File: src/rtl/meteor_spawner_pkg.sv
// Shared definitions for the meteor spawner: FSM encoding, the screen window
// bounds, and where the column and speed fields sit in the LFSR word.
package meteor_spawner_pkg;

    typedef enum logic [1:0] {
        ST_IDLE  = 2'd0,
        ST_WAIT  = 2'd1,
        ST_SEEK  = 2'd2,
        ST_OFFER = 2'd3
    } state_t;

    // Horizontal spawn window; the upstream window-check stage compares
    // against these bounds and delivers the result as in_view.
    localparam int unsigned WIN_LO = 150;
    localparam int unsigned WIN_HI = 520;

    // Field positions inside the 16-bit LFSR word.
    localparam int unsigned X_LSB   = 0;
    localparam int unsigned X_MSB   = 9;
    localparam int unsigned SPD_LSB = 14;
    localparam int unsigned SPD_MSB = 15;

    localparam int unsigned X_W   = X_MSB - X_LSB + 1;
    localparam int unsigned SPD_W = SPD_MSB - SPD_LSB + 1;

endpackage

File: src/rtl/meteor_spawner_if.sv
// Spawn offer handshake between the spawner (master) and a meteor slot (slave).
interface meteor_spawner_if;
    import meteor_spawner_pkg::*;

    logic             spawn_valid;
    logic [X_W-1:0]   spawn_x;
    logic [SPD_W-1:0] spawn_speed;
    logic             spawn_ack;

    modport master (
        output spawn_valid,
        output spawn_x,
        output spawn_speed,
        input  spawn_ack
    );

    modport slave (
        input  spawn_valid,
        input  spawn_x,
        input  spawn_speed,
        output spawn_ack
    );

endinterface

File: src/rtl/meteor_spawner_spawn_timer.sv
// Frame-period timer: counts frame ticks and flags the tick that completes
// one SPAWN_PERIOD. The counter restarts on clear or on completion.
module spawn_timer #(
    parameter int unsigned SPAWN_PERIOD = 60
) (
    input  logic clk,
    input  logic reset,
    input  logic clear,
    input  logic tick,
    output logic period_done
);

    localparam logic [7:0] LAST_CNT = 8'(SPAWN_PERIOD - 1);

    logic [7:0] frame_cnt_q;
    logic [7:0] frame_cnt_d;

    // Period completes on the tick that arrives while the counter sits at its last value.
    always_comb begin
        period_done = tick && (frame_cnt_q == LAST_CNT);
    end

    // Next count: clear wins, completion wraps to zero, otherwise count ticks.
    always_comb begin
        // NOTE: every combinational output gets a default first so no path leaves it unassigned (no latch).
        frame_cnt_d = frame_cnt_q;
        if (clear || period_done) begin
            frame_cnt_d = '0;
        end else if (tick) begin
            frame_cnt_d = frame_cnt_q + 8'd1;
        end
    end

    // Counter register with synchronous reset.
    always_ff @(posedge clk) begin
        // NOTE: sequential state uses non-blocking assignments so all registers update together at the edge.
        if (reset) begin
            frame_cnt_q <= '0;
        end else begin
            frame_cnt_q <= frame_cnt_d;
        end
    end

endmodule

File: src/rtl/meteor_spawner.sv
// Meteor spawner: waits SPAWN_PERIOD frames, searches the LFSR stream for an
// in-window column (falling back to FALLBACK_X), then offers the spawn over a
// valid/ack handshake and counts accepted spawns.
module meteor_spawner
    import meteor_spawner_pkg::*;
#(
    parameter int unsigned SPAWN_PERIOD = 60,
    parameter int unsigned MAX_TRIES    = 8,
    parameter int unsigned FALLBACK_X   = 335
) (
    input  logic                    clk,
    input  logic                    reset,
    input  logic                    enable,
    input  logic                    frame_tick,
    input  logic [15:0]             lfsr,
    input  logic                    in_view,
    meteor_spawner_if.master        spawn_if,
    output logic [7:0]              spawn_count
);

    localparam logic [3:0]     TRIES_LAST = 4'(MAX_TRIES - 1);
    localparam logic [X_W-1:0] FALLBACK   = X_W'(FALLBACK_X);

    state_t           state_q,       state_d;
    logic             spawn_valid_q, spawn_valid_d;
    logic [X_W-1:0]   spawn_x_q,     spawn_x_d;
    logic [SPD_W-1:0] spawn_speed_q, spawn_speed_d;
    logic [7:0]       spawn_count_q, spawn_count_d;
    logic [3:0]       tries_q,       tries_d;

    logic timer_clear;
    logic timer_tick;
    logic period_done;

    // The timer only runs in WAIT, so it restarts from zero on every WAIT entry.
    assign timer_clear = (state_q != ST_WAIT);
    assign timer_tick  = (state_q == ST_WAIT) && enable && frame_tick;

    spawn_timer #(
        .SPAWN_PERIOD (SPAWN_PERIOD)
    ) u_spawn_timer (
        .clk         (clk),
        .reset       (reset),
        .clear       (timer_clear),
        .tick        (timer_tick),
        .period_done (period_done)
    );

    // Next-state and registered-output logic for the spawn FSM.
    always_comb begin
        state_d       = state_q;
        spawn_valid_d = spawn_valid_q;
        spawn_x_d     = spawn_x_q;
        spawn_speed_d = spawn_speed_q;
        spawn_count_d = spawn_count_q;
        tries_d       = '0;

        unique case (state_q)
            ST_IDLE: begin
                if (enable) begin
                    state_d = ST_WAIT;
                end
            end

            ST_WAIT: begin
                if (!enable) begin
                    state_d = ST_IDLE;
                end else if (period_done) begin
                    state_d = ST_SEEK;
                end
            end

            ST_SEEK: begin
                if (!enable) begin
                    state_d = ST_IDLE;
                end else if (in_view) begin
                    spawn_x_d     = lfsr[X_MSB:X_LSB];
                    spawn_speed_d = lfsr[SPD_MSB:SPD_LSB];
                    spawn_valid_d = 1'b1;
                    state_d       = ST_OFFER;
                end else if (tries_q == TRIES_LAST) begin
                    spawn_x_d     = FALLBACK;
                    spawn_speed_d = lfsr[SPD_MSB:SPD_LSB];
                    spawn_valid_d = 1'b1;
                    state_d       = ST_OFFER;
                end else begin
                    tries_d = tries_q + 4'd1;
                end
            end

            ST_OFFER: begin
                // The offer survives enable=0; only acceptance ends it.
                if (spawn_if.spawn_ack) begin
                    spawn_valid_d = 1'b0;
                    if (spawn_count_q != 8'hFF) begin
                        spawn_count_d = spawn_count_q + 8'd1;
                    end
                    state_d = enable ? ST_WAIT : ST_IDLE;
                end
            end

            default: begin
                state_d = ST_IDLE;
            end
        endcase
    end

    // State and output registers; reset overrides every input.
    always_ff @(posedge clk) begin
        // NOTE: all control and datapath registers are reset so the offer bus comes up defined.
        if (reset) begin
            state_q       <= ST_IDLE;
            spawn_valid_q <= 1'b0;
            spawn_x_q     <= '0;
            spawn_speed_q <= '0;
            spawn_count_q <= '0;
            tries_q       <= '0;
        end else begin
            state_q       <= state_d;
            spawn_valid_q <= spawn_valid_d;
            spawn_x_q     <= spawn_x_d;
            spawn_speed_q <= spawn_speed_d;
            spawn_count_q <= spawn_count_d;
            tries_q       <= tries_d;
        end
    end

    assign spawn_if.spawn_valid = spawn_valid_q;
    assign spawn_if.spawn_x     = spawn_x_q;
    assign spawn_if.spawn_speed = spawn_speed_q;
    assign spawn_count          = spawn_count_q;

endmodule

File: src/flat_wrapper.sv
// flat-port wrapper written by rule: the top's interface ports become plain ports
module meteor_spawner_flat import meteor_spawner_pkg::*;
#(
    parameter int unsigned SPAWN_PERIOD = 60,
    parameter int unsigned MAX_TRIES    = 8,
    parameter int unsigned FALLBACK_X   = 335
)
  (clk, reset, enable, frame_tick, lfsr, in_view, spawn_count, spawn_if_spawn_valid, spawn_if_spawn_x, spawn_if_spawn_speed, spawn_if_spawn_ack);
  meteor_spawner_if spawn_if_i ();
  input  logic clk;
  input  logic reset;
  input  logic enable;
  input  logic frame_tick;
  input  logic [15:0] lfsr;
  input  logic in_view;
  output logic [7:0] spawn_count;
  output wire logic [$bits(spawn_if_i.spawn_valid)-1:0] spawn_if_spawn_valid;
  output wire logic [$bits(spawn_if_i.spawn_x)-1:0] spawn_if_spawn_x;
  output wire logic [$bits(spawn_if_i.spawn_speed)-1:0] spawn_if_spawn_speed;
  input wire logic [$bits(spawn_if_i.spawn_ack)-1:0] spawn_if_spawn_ack;
  assign spawn_if_spawn_valid = spawn_if_i.spawn_valid;
  assign spawn_if_spawn_x = spawn_if_i.spawn_x;
  assign spawn_if_spawn_speed = spawn_if_i.spawn_speed;
  assign spawn_if_i.spawn_ack = spawn_if_spawn_ack;
  meteor_spawner #(.SPAWN_PERIOD(SPAWN_PERIOD), .MAX_TRIES(MAX_TRIES), .FALLBACK_X(FALLBACK_X)) u_core (.clk(clk), .reset(reset), .enable(enable), .frame_tick(frame_tick), .lfsr(lfsr), .in_view(in_view), .spawn_if(spawn_if_i), .spawn_count(spawn_count));
endmodule
File: config.mk
export PLATFORM = sky130hd
export DESIGN_NAME = meteor_spawner_flat
export DESIGN_NICKNAME = d
export VERILOG_FILES = /design/src/rtl/meteor_spawner_pkg.sv /design/src/rtl/meteor_spawner_if.sv /design/src/rtl/meteor_spawner_spawn_timer.sv /design/src/rtl/meteor_spawner.sv /design/src/flat_wrapper.sv
export SDC_FILE = /design/constraint.sdc
export NUM_CORES = 1
export LEC_CHECK = 0
export CAP_MARGIN = 40
export CORE_ASPECT_RATIO = 1.25
export CORE_MARGIN = 10
export CORE_UTILIZATION = 50
export CTS_CLUSTER_DIAMETER = 80
export CTS_CLUSTER_SIZE = 30
export DETAILED_ROUTE_END_ITERATION = 8
export MAX_ROUTING_LAYER = met4
export PLACE_DENSITY_LB_ADDON = 0.2
export SETUP_SLACK_MARGIN = 0.05
export SYNTH_ARGS = -nofsm -noshare
export SYNTH_HDL_FRONTEND = slang
export SYNTH_SLANG_ARGS = --single-unit
File: constraint.sdc
create_clock -name clk -period 2.16 [get_ports clk]
set_clock_uncertainty 0.05 [all_clocks]
set_input_delay 0.54 -clock clk [delete_from_list [all_inputs] [get_ports clk]]
set_output_delay 0.54 -clock clk [all_outputs]
set_load 0.05 [all_outputs]
==> results of run 1 <==
[cells in the mapped netlist, drive strengths merged]
cell / number / area [sq um]
and4b: 1 / 10.0
a31oi: 2 / 12.5
a211oi: 1 / 7.51
and3b: 1 / 10.0
buf: 1 / 7.51
xnor2: 6 / 52.6
nor3: 13 / 65.1
a21boi: 1 / 11.3
nand3b: 3 / 22.5
or2: 1 / 6.26
a21oi: 7 / 38.8
xor2: 5 / 43.8
nor3b: 1 / 7.51
clkbuf: 3 / 11.3
and3: 5 / 32.5
inv: 4 / 15.0
mux2: 1 / 11.3
nor2: 37 / 139
nand3: 7 / 40.0
dfxtp: 35 / 701
nor4: 1 / 12.5
a21o: 1 / 7.51
ha: 3 / 37.5
nand4: 4 / 31.3
o211ai: 1 / 7.51
nand4b: 1 / 23.8
nand2: 14 / 55.1
o31ai: 1 / 12.5
nor2b: 1 / 6.26
a22oi: 4 / 30.0
mux2i: 2 / 20.0
[layer usage]
| layer | share of wire [%] | wire length (um) |
|---|---|---|
| met3 | 7.2 | 263 |
| met4 | 2.1 | 78 |
| met2 | 50 | 1830 |
| met1 | 41 | 1490 |
| met5 | 0 | 0 |
[flip-flops by register name (all words and copies together), names as in the netlist]
register                          count
u_core.spawn_if.spawn_x              10
u_core.spawn_count                    8
u_core.u_spawn_timer.frame_cnt_q      8
u_core.tries_q                        4
u_core.spawn_if.spawn_speed           2
u_core.state_q                        2
u_core.spawn_if.spawn_valid           1
[worst max-delay path by stage]
stage,start,to,cells past startpoint
after floorplan,u_core.spawn_count[0]$_SDFFE_PP0P_,u_core.spawn_count[1]$_SDFFE_PP0P_,5
after global placement,enable,u_core.u_spawn_timer.frame_cnt_q[6]$_SDFFE_PP0P_,5
after detailed placement,enable,u_core.spawn_if.spawn_x[0]$_SDFFE_PP0P_,5
after CTS,u_core.spawn_if.spawn_x[4]$_SDFFE_PP0P_,spawn_if_spawn_x[4],1
after global routing,u_core.spawn_count[7]$_SDFFE_PP0P_,spawn_count[7],1
final,u_core.spawn_count[7]$_SDFFE_PP0P_,spawn_count[7],1
[what timing repair did]
action / in CTS / in global routing
gates resized for setup: 4 / 11
setup endpoints to repair: 4 / 11
hold buffers: 0 / 0
hold endpoints to repair: 0 / 0
[area by class of cell]
class / instances / area (sq um) / share of cell area (%)
Sequential cell: 35 / 701 / 35.3
Timing Repair Buffer: 40 / 403 / 20.3
Clock buffer: 8 / 68.8 / 3.46
Tap cell: 36 / 45.0 / 2.27
Inverter: 4 / 15.0 / 0.756
Multi-Input combinational cell: 125 / 754 / 38.0
[metrics by stage]
step           worst slack [ns]  total power, mW  cells  area (sq um)  util (%)
6_report                  0.312             1.10    248          1990      68.7
5_1_grt                   0.237             1.15    248          1990      68.7
4_1_cts                  0.0505             1.11    248          1960      67.8
3_5_place_dp             0.0767            0.717    240          1900      65.6
3_3_place_gp              0.127            0.715    240          1900      65.6
2_1_floorplan             0.368            0.678    168          1490         -
[where the power goes]
group	internal [mW]	total, mW	switching (mW)
Combinational	0.0333	0.0540	0.0207
Clock	0.192	0.401	0.210
Sequential	0.646	0.648	0.00249
Total	0.871	1.10	0.233
[cells by family after synthesis]
logic type / Yosys count / synth area share [%]
AO/OA/AOI/OAI: 18 / 8.57
flip-flops: 35 / 47.1
XOR/XNOR: 11 / 6.47
buffers and inverters: 8 / 2.27
multiplexers: 3 / 2.10
AND/OR/NAND/NOR: 90 / 31.0
adder cells (fa/ha/maj): 3 / 2.52
==> results.toml, run 1 <==
[global_route]
grtUsageMet2_pct = 21.8
overflow = 0
met3_usage_pct = 6.61
largest_net_degree_at_the_start_of_global_routing = 14
gr-usage-all-layers_pct = 14.4
first_pass_grt_wire_length_mm = 5.98
global_route.usage.met1_pct = 15.7
grt_pass1_vias = 1315
grt_antenna_before_repair = 0
busiest_layer = "met2"

[logic_synthesis]
post_synth_instance_area_sq_um = 1490
synthesis.nets = 193
synth_sequential_area_ratio_pct = 47.1
synthesis.area_per_instance_sq_um = 8.86
synth_cell_type_count = 36
yosys_register_bits = 35
syn-instance-count = 168
ys.warnings.count = 0

[flow_run]
cap_viol_max_count = 0

[setup_path]
crit_path_cell_trace = "dlygate4sd2_1"
cp_data_arrival_time_ns = 1.26
cp_slowest_cell = "sky130_fd_sc_hd__dlygate4sd2_1"
path_class = "register to primary output"
critical_path_peak_fanout = 4
regToRegStartpoint = "u_core.tries_q[0]$_SDFF_PP0_"
cp_data_required_time_ns = 1.57
worstSetupEndpointType = "primary output"
worst_path_largest_cell_delay_ns = 0.55
worstReg2RegEnd = "u_core.spawn_if.spawn_x[0]$_SDFFE_PP0P_"
ff2ff_setup_slack_ns = 0.61
worstRegToRegCells = 5
timing.critical_path.from_type = "register"
cp_num_buf_inv = 1
cell_family_contributing_the_most_delay_on_the_critical_path = "buffers and inverters"

[pwr]
p_leak_nw = 0.947
power_density_nw_per_um2 = 556
ir_drop_worst_case_vdd_uv = 616

[min_path]
hold_end = "u_core.spawn_if.spawn_valid$_SDFFE_PP0P_"
min-delay-start = "u_core.spawn_if.spawn_valid$_SDFFE_PP0P_"
hold_path.class = "register to register"
hold_path_cell_cnt = 2

[cells_and_area]
drive_above_1_share_pct = 12.7
fillers = 255
layout.cells.most_common_list = "37 x sky130_fd_sc_hd__nor2_1, 35 x sky130_fd_sc_hd__dfxtp_1, 17 x sky130_fd_sc_hd__clkdlybuf4s50_1"
final_net_count = 236
layout_commonest_cell = "sky130_fd_sc_hd__nor2_1"
syn2layout_area_growth_pct = 33.4
antennaDiodeCount = 0

[clock_tree]
cts.path.max_buffers = 2
numClockSinks = 35
tritoncts.num_buffers = 5
cts_tree = "done"
clockRootBuffer = "sky130_fd_sc_hd__clkbuf_4"
postCtsSetupBuffers = 0
htree_num_levels = 2
path_clk_slew_ns = 0.09
worstSkewPairLatency_ns = 0.34

[timing]
timing.final.setup_violations = 0
maxSlewHeadroom_pct = 63.4
final_max_slew_viol_count = 0
worstMarginPinSlew_ns = 0.549
maxClockFrequency_mhz = 541
hold_viol = 0
fin_worst_hold_slack_ns = 0.406
grt_setup_unrepaired = "no"
min_period_ns = 1.85
finalCritPeriodShare_pct = 85.6
fin_tns_setup_ns = 0

[floorplanning]
die_height_um = 81.0
placementRows = 22
die_area_sq_um = 5570
die_span_in_x_um = 68.8
start_util_pct = 51.5
pin_count = 43
core_area_sq_um = 2890

[drt]
drtIter0Drc = 64
post-route-drc-count = 0
routed_wire_length_per_instance_um = 14.8
detail_route.wirelength_mm = 3.66
first_pass_iters = 4
vias_per_cell = 5.41
route.vias.total = 1342
postRouteAntennaNets = 0

[placed_design]
port-buffer-count = 38
routabilityCongestion = 0.857
post-dp-hpwl_mm = 2.82

[run_status]
outcome = "finished, final reports clean"
No activity file was read; power rests on OpenSTA's default activity.
==> run 2, diff against run 1 <==
--- a/config.mk
+++ b/config.mk
@@ -12,6 +12,7 @@
 export CTS_CLUSTER_DIAMETER = 80
 export CTS_CLUSTER_SIZE = 30
 export DETAILED_ROUTE_END_ITERATION = 8
+export GPL_TIMING_DRIVEN = 0
 export MAX_ROUTING_LAYER = met4
 export PLACE_DENSITY_LB_ADDON = 0.2
 export SETUP_SLACK_MARGIN = 0.05
==> results.toml, run 2 (same netlist as run 1, synthesis figures left out) <==
[global_route]
grt_pass1_vias = 1344
largest_net_degree_at_the_start_of_global_routing = 11
gr-usage-all-layers_pct = 15.1
overflow = 0
grt_antenna_before_repair = 0
first_pass_grt_wire_length_mm = 6.20

[timing]
maxSlewHeadroom_pct = 65.1
min_period_ns = 1.93
grt_setup_unrepaired = "no"
timing.final.setup_violations = 0
fin_tns_setup_ns = 0
final_max_slew_viol_count = 0
hold_viol = 0
finalCritPeriodShare_pct = 89.2
fin_worst_hold_slack_ns = 0.411
maxClockFrequency_mhz = 519
worstMarginPinSlew_ns = 0.526

[cells_and_area]
finalInstanceArea_sq_um = 1950
multi_input_comb_area_sq_um = 754
largest_reg_flops = 10
layout.area.seq_sq_um = 701
layout_commonest_cell = "sky130_fd_sc_hd__nor2_1"
fillers = 255
layout.cells.most_common_list = "37 x sky130_fd_sc_hd__nor2_1, 35 x sky130_fd_sc_hd__dfxtp_1, 19 x sky130_fd_sc_hd__dlygate4sd2_1"
final_cells = 249
drive_above_1_share_pct = 9.39
syn2layout_area_growth_pct = 31.3
antennaDiodeCount = 0
final_net_count = 237

[setup_path]
critical_path.startpoint = "u_core.spawn_count[2]$_SDFFE_PP0P_"
path_class = "register to primary output"
worstReg2RegEnd = "u_core.spawn_count[3]$_SDFFE_PP0P_"
critical_path.endpoint = "spawn_count[2]"
worst_path_largest_cell_delay_ns = 0.57
crit_cells = 1
cell_family_contributing_the_most_delay_on_the_critical_path = "buffers and inverters"
cp_slowest_cell = "sky130_fd_sc_hd__dlygate4sd2_1"
cp_num_buf_inv = 1
ff2ff_setup_slack_ns = 0.58
regToRegStartpoint = "u_core.state_q[0]$_SDFFE_PP0P_"
cp_data_required_time_ns = 1.57
critical_path_peak_fanout = 6
crit_path_cell_trace = "dlygate4sd2_1"
worstRegToRegCells = 4
cp_data_arrival_time_ns = 1.34
worstSetupEndpointType = "primary output"
timing.critical_path.from_type = "register"

[clock_tree]
cts_tree = "done"
clockRootBuffer = "sky130_fd_sc_hd__clkbuf_4"
tritoncts.num_buffers = 5
cts.hold.buffers_added = 0
htree_num_levels = 2
cts.path.max_buffers = 2
worstSkewPairLatency_ns = 0.34
path_clk_slew_ns = 0.10
numClockSinks = 35

[placed_design]
place_inst = 241
detailed_place.area_sq_um = 1900
post-dp-hpwl_mm = 2.81
routabilityCongestion = 0.871
port-buffer-count = 37

[drt]
drtIter0Drc = 59
postRouteAntennaNets = 0
route.vias.total = 1333
detail_route.wirelength_mm = 3.71
post-route-drc-count = 0
first_pass_iters = 5
vias_per_cell = 5.35
routed_wire_length_per_instance_um = 14.9

[pwr]
ir_drop_worst_case_vdd_uv = 502
power_density_nw_per_um2 = 564
p_leak_nw = 0.834
totalPowerFinal_mw = 1.10

[floorplanning]
die_height_um = 81.0
die_span_in_x_um = 68.8
pin_count = 43
start_util_pct = 51.5
placementRows = 22
core_area_sq_um = 2890
die_area_sq_um = 5570

[run_status]
outcome = "finished, final reports clean"

[flow_run]
cap_viol_max_count = 0

[min_path]
hold_path.class = "register to register"
==> run 2: stage by stage <==
stage | utilization (%) | setup slack (ns)
floorplan | - | 0.368
global placement | 65.9 | 0.127
detailed placement | 65.9 | 0.0707
CTS | 67.4 | 0.0520
global route | 67.6 | 0.163
finish | 67.6 | 0.233
==> run 2: final cells by class <==
type / count / area share [%]
multi-input combinational: 125 / 38.6
sequential: 35 / 35.9
buffer: 4 / 0.960
timing repair buffer: 37 / 18.0
tap: 36 / 2.30
clock buffer: 8 / 3.52
inverter: 4 / 0.768
==> run 2: worst min-delay path by stage <==
stage                     depth (start not counted)  slack (ns)                                      from                                       end
final                                             2        0.41  u_core.spawn_if.spawn_valid$_SDFFE_PP0P_  u_core.spawn_if.spawn_valid$_SDFFE_PP0P_
after CTS                                         2        0.41  u_core.spawn_if.spawn_valid$_SDFFE_PP0P_  u_core.spawn_if.spawn_valid$_SDFFE_PP0P_
after global routing                              2        0.43  u_core.spawn_if.spawn_valid$_SDFFE_PP0P_  u_core.spawn_if.spawn_valid$_SDFFE_PP0P_
after detailed placement                          2        0.40  u_core.spawn_if.spawn_valid$_SDFFE_PP0P_  u_core.spawn_if.spawn_valid$_SDFFE_PP0P_
after global placement                            1        0.38              u_core.tries_q[0]$_SDFF_PP0_              u_core.tries_q[0]$_SDFF_PP0_
after floorplan                                   1        0.37              u_core.tries_q[0]$_SDFF_PP0_              u_core.tries_q[0]$_SDFF_PP0_
==> run 2: tightest hold or removal path, cell delays in order, from the launching register on <==
cell and delay (ns):
sky130_fd_sc_hd__dfxtp_1 0.32, sky130_fd_sc_hd__nand2_1 0.05, sky130_fd_sc_hd__a21oi_1 0.05
==> run 2: routing by layer <==
layer | vias to the layer above | GRT usage, % | wire length [um]
met5 | - | - | 0
met1 | 622 | 16.6 | 1560
li1 | 666 | - | -
met3 | 5 | 5.79 | 222
met2 | 40 | 24.0 | 1850
met4 | 0 | 5.93 | 70
==> run 2: power by group <==
group | switching [mW] | internal [mW]
sequential | 0.00237 | 0.646
clock | 0.211 | 0.191
combinational | 0.0208 | 0.0310
==> run 2: repair_timing <==
action | in CTS | in global routing
cloned | 0 | 0
resized for setup | 19 | 2
setup buffers | 0 | 0
setup endpoints to repair | 19 | 2
==> run 3, diff against run 2 <==
--- a/config.mk
+++ b/config.mk
@@ -8,7 +8,7 @@
 export CAP_MARGIN = 40
 export CORE_ASPECT_RATIO = 1.25
 export CORE_MARGIN = 10
-export CORE_UTILIZATION = 50
+export CORE_UTILIZATION = 42
 export CTS_CLUSTER_DIAMETER = 80
 export CTS_CLUSTER_SIZE = 30
 export DETAILED_ROUTE_END_ITERATION = 8
==> constraint.sdc (replaced) <==
create_clock -name clk -period 1.7 [get_ports clk]
set_clock_uncertainty 0.05 [all_clocks]
set_input_delay 0.425 -clock clk [delete_from_list [all_inputs] [get_ports clk]]
set_output_delay 0.425 -clock clk [all_outputs]
set_load 0.05 [all_outputs]
==> results.toml, run 3 (same netlist as run 1, synthesis figures left out) <==
[run_status]
outcome = "finished, final reports clean"

[floorplanning]
die_area_sq_um = 6340
core_area_sq_um = 3450
die_span_in_x_um = 73.3
start_util_pct = 43.1
pin_count = 43
die_height_um = 86.6
placementRows = 24

[pwr]
totalPowerFinal_mw = 1.41
p_leak_nw = 0.762
ir_drop_worst_case_vdd_uv = 617
power_density_nw_per_um2 = 710

[placed_design]
detailed_place.area_sq_um = 1910
dpl_worst_slack_ns = -0.279
post-dp-hpwl_mm = 2.92
routabilityCongestion = 0.812
port-buffer-count = 37
place_inst = 244

[timing]
fin_worst_hold_slack_ns = 0.399
hold_viol = 0
grt_setup_unrepaired = "yes"
finalCritPeriodShare_pct = 98.2
min_period_ns = 1.67
worstMarginPinSlew_ns = 0.523
maxSlewHeadroom_pct = 65.3
final_max_slew_viol_count = 0
finalWorstSetupSlack_ns = 0.0309
fin_tns_setup_ns = 0
timing.final.setup_violations = 0
maxClockFrequency_mhz = 599

[setup_path]
crit_path_cell_trace = "clkdlybuf4s50_1 -> nand3_2 -> nor2_2 -> a21boi_4 -> mux2_2"
cp_slowest_cell = "sky130_fd_sc_hd__clkdlybuf4s50_1"
cp_num_buf_inv = 1
path_class = "input port to register"
worst_path_largest_cell_delay_ns = 0.50
worstSetupEndpointType = "register"
ff2ff_setup_slack_ns = 0.12
cell_family_contributing_the_most_delay_on_the_critical_path = "buffers and inverters"
cp_data_arrival_time_ns = 1.77
timing.critical_path.from_type = "input port"
critical_path_peak_fanout = 4
cp_data_required_time_ns = 1.80

[clock_tree]
path_clk_slew_ns = 0.06
cts_tree = "done"
worstSkewPairLatency_ns = 0.27
clockRootBuffer = "sky130_fd_sc_hd__clkbuf_8"
cts.hold.buffers_added = 0
cts.path.max_buffers = 2
htree_num_levels = 2
numClockSinks = 35
tritoncts.num_buffers = 5

[cells_and_area]
layout.cells.most_common_list = "36 x sky130_fd_sc_hd__nor2_1, 31 x sky130_fd_sc_hd__dfxtp_1, 15 x sky130_fd_sc_hd__clkdlybuf4s50_1"
drive_above_1_share_pct = 14.2
largest_reg_flops = 10
layout_commonest_cell = "sky130_fd_sc_hd__nor2_1"
antennaDiodeCount = 0
layout.core_utilization_pct = 57.4
layout.area.seq_sq_um = 706
final_net_count = 238
fillers = 330
finalInstanceArea_sq_um = 1980
syn2layout_area_growth_pct = 33.2
multi_input_comb_area_sq_um = 772
final_cells = 251

[drt]
routed_wire_length_per_instance_um = 14.8
route.vias.total = 1338
vias_per_cell = 5.33
first_pass_iters = 4
post-route-drc-count = 0
postRouteAntennaNets = 0
detail_route.wirelength_mm = 3.72
drtIter0Drc = 54

[global_route]
global_route.usage.met1_pct = 11.8
met3_usage_pct = 4.00
grt_antenna_before_repair = 0
grt_pass1_vias = 1365
overflow = 0
gr-usage-all-layers_pct = 12.0
busiest_layer = "met2"
first_pass_grt_wire_length_mm = 6.07
largest_net_degree_at_the_start_of_global_routing = 11
grtUsageMet2_pct = 21.5

[flow_run]
cap_viol_max_count = 0

[min_path]
hold_path.class = "register to register"
## run 3: layout make-up
type,count,area share [%]
plain buffers,4,0.946
clock buffers,6,3.66
inverters,4,0.757
multi-input cells,125,38.9
flip-flops and latches,35,35.6
well taps,39,2.46
repair buffers,38,17.7
## run 3: metal layers
metal / wire length, um / part of all wire (%)
met2: 1990 / 54
met1: 1480 / 40
met4: 22 / 0.59
met3: 223 / 6.0
met5: 0 / 0
## run 3: worst reg2reg max path: stages (launching register included)
cell                      delay [ns]
sky130_fd_sc_hd__dfxtp_2        0.36
sky130_fd_sc_hd__ha_1           0.29
sky130_fd_sc_hd__nand2_1        0.14
sky130_fd_sc_hd__o31ai_2        0.31
sky130_fd_sc_hd__mux2i_1        0.24
sky130_fd_sc_hd__nor2_1         0.05
## run 3: where the power goes
part           internal [mW]  switching (mW)
Clock                  0.272           0.247
Sequential             0.821         0.00312
Combinational         0.0386          0.0268
Total                   1.13           0.276
## run 3: worst paths after layout
path | from | cells after the start | endpoint
worst max-delay path | spawn_if_spawn_ack | 5 | u_core.spawn_count[3]$_SDFFE_PP0P_
worst min-delay path | u_core.tries_q[0]$_SDFF_PP0_ | 1 | u_core.tries_q[0]$_SDFF_PP0_
worst max register to register | u_core.spawn_count[0]$_SDFFE_PP0P_ | 5 | u_core.spawn_count[1]$_SDFFE_PP0P_
worst min register to register | u_core.tries_q[0]$_SDFF_PP0_ | 1 | u_core.tries_q[0]$_SDFF_PP0_
## run 3: repair_timing
action / 4_1_cts / 5_1_grt
endpoints found under the setup margin: 36 / 14
setup buffers: 1 / 0
pin swaps: 0 / 1
gates resized for setup: 32 / 13
